## config.mk

```make
export PLATFORM = sky130hd
export DESIGN_NAME = ir
export DESIGN_NICKNAME = d
export VERILOG_FILES = /design/src/rtl/ir.sv
export SDC_FILE = /design/constraint.sdc
export NUM_CORES = 1
export LEC_CHECK = 0
export CORE_AREA = 8 8 67 69
export DETAILED_ROUTE_END_ITERATION = 12
export DIE_AREA = 0 0 75 77
export PLACE_DENSITY_LB_ADDON = 0.3
export RECOVER_POWER = 50
export SKIP_CTS_REPAIR_TIMING = 1
export SYNTH_ARGS = -nofsm -noshare
export SYNTH_HDL_FRONTEND = slang
export SYNTH_SLANG_ARGS = --single-unit
export TNS_END_PERCENT = 1
```

## constraint.sdc

```tcl
create_clock -name clk -period 1.75 [get_ports clk]
set_input_delay 0.4375 -clock clk [delete_from_list [all_inputs] [get_ports clk]]
set_output_delay 0.4375 -clock clk [all_outputs]
set_load 0.02 [all_outputs]
```

## src/rtl/ir.sv

```systemverilog
// Instruction register: captures an opcode byte and up to three operand bytes from a fetched word.
// Optional build macro IR_OPERAND_MASK_EN zeroes operand bytes beyond the sampled operand length.
module ir #(
   parameter logic [7:0] RESET_INSN = 8'h00
) (
   input  logic        clk,
   input  logic        rst,
   input  logic [31:0] raw,
   input  logic [1:0]  len,
   input  logic        we,
   output logic [7:0]  insn,
   output logic [7:0]  d1,
   output logic [7:0]  d2,
   output logic [7:0]  d3
);

   // Returns the operand byte, or zero when its index lies beyond the operand count.
   function automatic logic [7:0] operand_byte(input logic [7:0] value,
                                               input logic [1:0] index,
                                               input logic [1:0] count);
      logic [7:0] result;
      if (index > count) begin
         result = 8'h00;
      end else begin
         result = value;
      end
      return result;
   endfunction

   logic [7:0] insn_r;
   logic [7:0] d1_r;
   logic [7:0] d2_r;
   logic [7:0] d3_r;
   logic [7:0] d1_next_s;
   logic [7:0] d2_next_s;
   logic [7:0] d3_next_s;

`ifdef IR_OPERAND_MASK_EN
   // Operand bytes past len are forced to zero before capture.
   always_comb begin
      d1_next_s = operand_byte(raw[15:8],  2'd1, len);
      d2_next_s = operand_byte(raw[23:16], 2'd2, len);
      d3_next_s = operand_byte(raw[31:24], 2'd3, len);
   end
`else
   logic unused_len_s;
   assign unused_len_s = ^len;

   // Without masking every operand byte is captured as fetched.
   always_comb begin
      d1_next_s = operand_byte(raw[15:8],  2'd1, 2'd3);
      d2_next_s = operand_byte(raw[23:16], 2'd2, 2'd3);
      d3_next_s = operand_byte(raw[31:24], 2'd3, 2'd3);
   end
`endif

   // Capture register: reset dominates, otherwise load on we and hold when idle.
   always_ff @(posedge clk or negedge rst) begin
      if (!rst) begin
         insn_r <= RESET_INSN;
         d1_r   <= 8'h00;
         d2_r   <= 8'h00;
         d3_r   <= 8'h00;
      end else if (we) begin
         insn_r <= raw[7:0];
         d1_r   <= d1_next_s;
         d2_r   <= d2_next_s;
         d3_r   <= d3_next_s;
      end else begin
         insn_r <= insn_r;
         d1_r   <= d1_r;
         d2_r   <= d2_r;
         d3_r   <= d3_r;
      end
   end

   assign insn = insn_r;
   assign d1   = d1_r;
   assign d2   = d2_r;
   assign d3   = d3_r;

endmodule

```

==> results.ini <==
[outcome]
outcome=completed

[worst_setup_path]
critPathLaunchType=flip-flop
cp_num_buf_inv=1
crit_fanout=2
path_class=reg2out
crit_path_top_delay_cell=dfrtp_1
cp-end-kind=output pin
cp_top_family=flip-flops
path_cells=dlymetal6s2s_1
crit_arrival_ns=0.96
cp_slowest_stage_delay_ns=0.40
cp_data_required_time_ns=1.31

[pwr]
clkPwrFrac=0.251
cellPowerDensity_nw_per_um2=825
p_seq_frac=0.492
swShare=0.271
internal_power_mw=1.26
p_comb_frac=0.257
power_leakage_nw=1.17
ir_drop_mv=0.370
p_sw_mw=0.466

[global_route]
grt_first_pass_wirelength_um=4730
antenna_found_initial=0
grt_max_degree=33
grt.overflow.total=0
grt_usage=0.110
grt_pass1_vias=925

[synth]
synth.yosys.seq_area_share=0.595
synthCells=68
synth_seq_cells=32
synthesis.area_um2=1350
syn_avg_cell_area_um2=19.8
synth_cell_types=5
yosys.area.top_type_share=0.595
synth_area_leader_cell=dfrtp_1
yosys_warnings=0
syn_nets=105
synth_area_leaders=dfrtp_1 (60%), mux2_4 (33%), buf_12 (4.5%), mux2_2 (1.7%), buf_6 (0.84%)

[cts]
insertion_delay_ns=0.33
cts_buffers=5
cts_root_buffer=clkbuf_4
cts_tree=built
clock_sinks=32
clockBufferDepth=2
htreeDepth=2
path_clk_slew_ns=0.10

[timing]
drv_slew=0
hold_ws_ns=0.489
maxSlewHeadroom=0.413
skew_ns=0
setup_tns_ns=0
setup_viol=0
finalCritPeriodShare=0.798
hold_viol=0
rsz0062_at_grt=false
fin_crit_ns=1.40
fmax_mhz=716
fin_ws_ns=0.354
max_slew.worst_pin.slew_ns=0.881

[route]
final_antenna_net_count=0
drtIter0Drc=51
drt_wl_total_um=3120
vias=829
wire_per_inst_um=16.6
drc=0
dr.pass1.iters=4
avgViaCountPerCell=4.41

[floorplanning]
core_area_um2=3500
die_width_um=75
start_util=0.385
io_pins=69
die_h_um=77
fp.dieArea_um2=5780
rows=22

[hold_path]
hp-class=reg2reg

[finish]
nFillCells=302
drive_gt1_frac=0.207
antenna-diode-count=0
areaGrowthSynthToFinish_pct=55.3
nets=176
utilization=0.597
fin_area_um2=2090

[place]
place_area_um2=2020
dp_hpwl_um=2270
port-buffer-count=66
gp_congestion=0.673
place_ws_ns=0.350

[job]
cap_viol_max_count=0

## per-stage QoR
stage | instances | total power, mW
2_1_floorplan | 68 | 1.11
3_3_place_gp | 180 | 1.36
3_5_place_dp | 180 | 1.37
4_1_cts | 188 | 1.81
5_1_grt | 188 | 1.83
6_report | 188 | 1.72
## path summary, 6_finish.rpt
path	from	endpoint	slack [ns]	cells past startpoint
max in group asynchronous	rst	d3[0]	0.55	2
max reg2reg	d2[1]	d2[1]	0.96	1
min	insn[3]	insn[3]	0.49	1
min reg2reg	insn[3]	insn[3]	0.49	1
min in group asynchronous	rst	d1[0]	0.70	2
max	d3[5]	d3[5]	0.35	1
## cells in the final DEF, fill, tap and decap left out, drive strengths merged
cell           instances
dlymetal6s2s          32
dfrtp                 32
clkinv                 2
dlygate4sd3            1
mux2                  32
clkbuf                 7
buf                    2
clkdlybuf4s50         32
## registers in the layout (all words and copies together) (netlist names)
register,count
d1,8
d3,8
insn,8
d2,8
## power groups by stage
stage	registers, mW	logic [mW]	clock network (mW)
floorplan	0.959	0.152	0
global placement	0.864	0.493	0
detailed placement	0.867	0.499	0
CTS	0.854	0.501	0.454
global route	0.858	0.469	0.498
finish	0.848	0.442	0.433
## synthesized netlist by cell type
library cell and count:
dfrtp_1 32, buf_12 3, buf_6 1, mux2_4 30
mux2_2 2
## metal layers
layer / routed length [µm] / share of wire / GRT usage / vias up
met5: 0 / 0 / 0 / -
met3: 277 / 0.089 / 0.0494 / 4
li1: - / - / - / 375
met2: 1550 / 0.50 / 0.166 / 39
met4: 53 / 0.017 / 0.0588 / 0
met1: 1240 / 0.40 / 0.124 / 411
## kinds of logic (layout without fill, tap and decap cells)
logic type | Yosys count | after routing | share of synthesized area
DFF | 32 | 32 | 0.595
buffers and inverters | 4 | 76 | 0.0530
muxes | 32 | 32 | 0.352
## final cells by class
class | instances | area (µm²) | share of cell area
Multi-Input combinational cell | 32 | 420 | 0.201
Timing Repair Buffer | 68 | 746 | 0.357
Sequential cell | 32 | 801 | 0.383
Clock inverter | 2 | 10.0 | 0.00479
Tap cell | 48 | 60.1 | 0.0288
Clock buffer | 6 | 51.3 | 0.0246
Note: power is estimated with default switching activity, not from simulation.
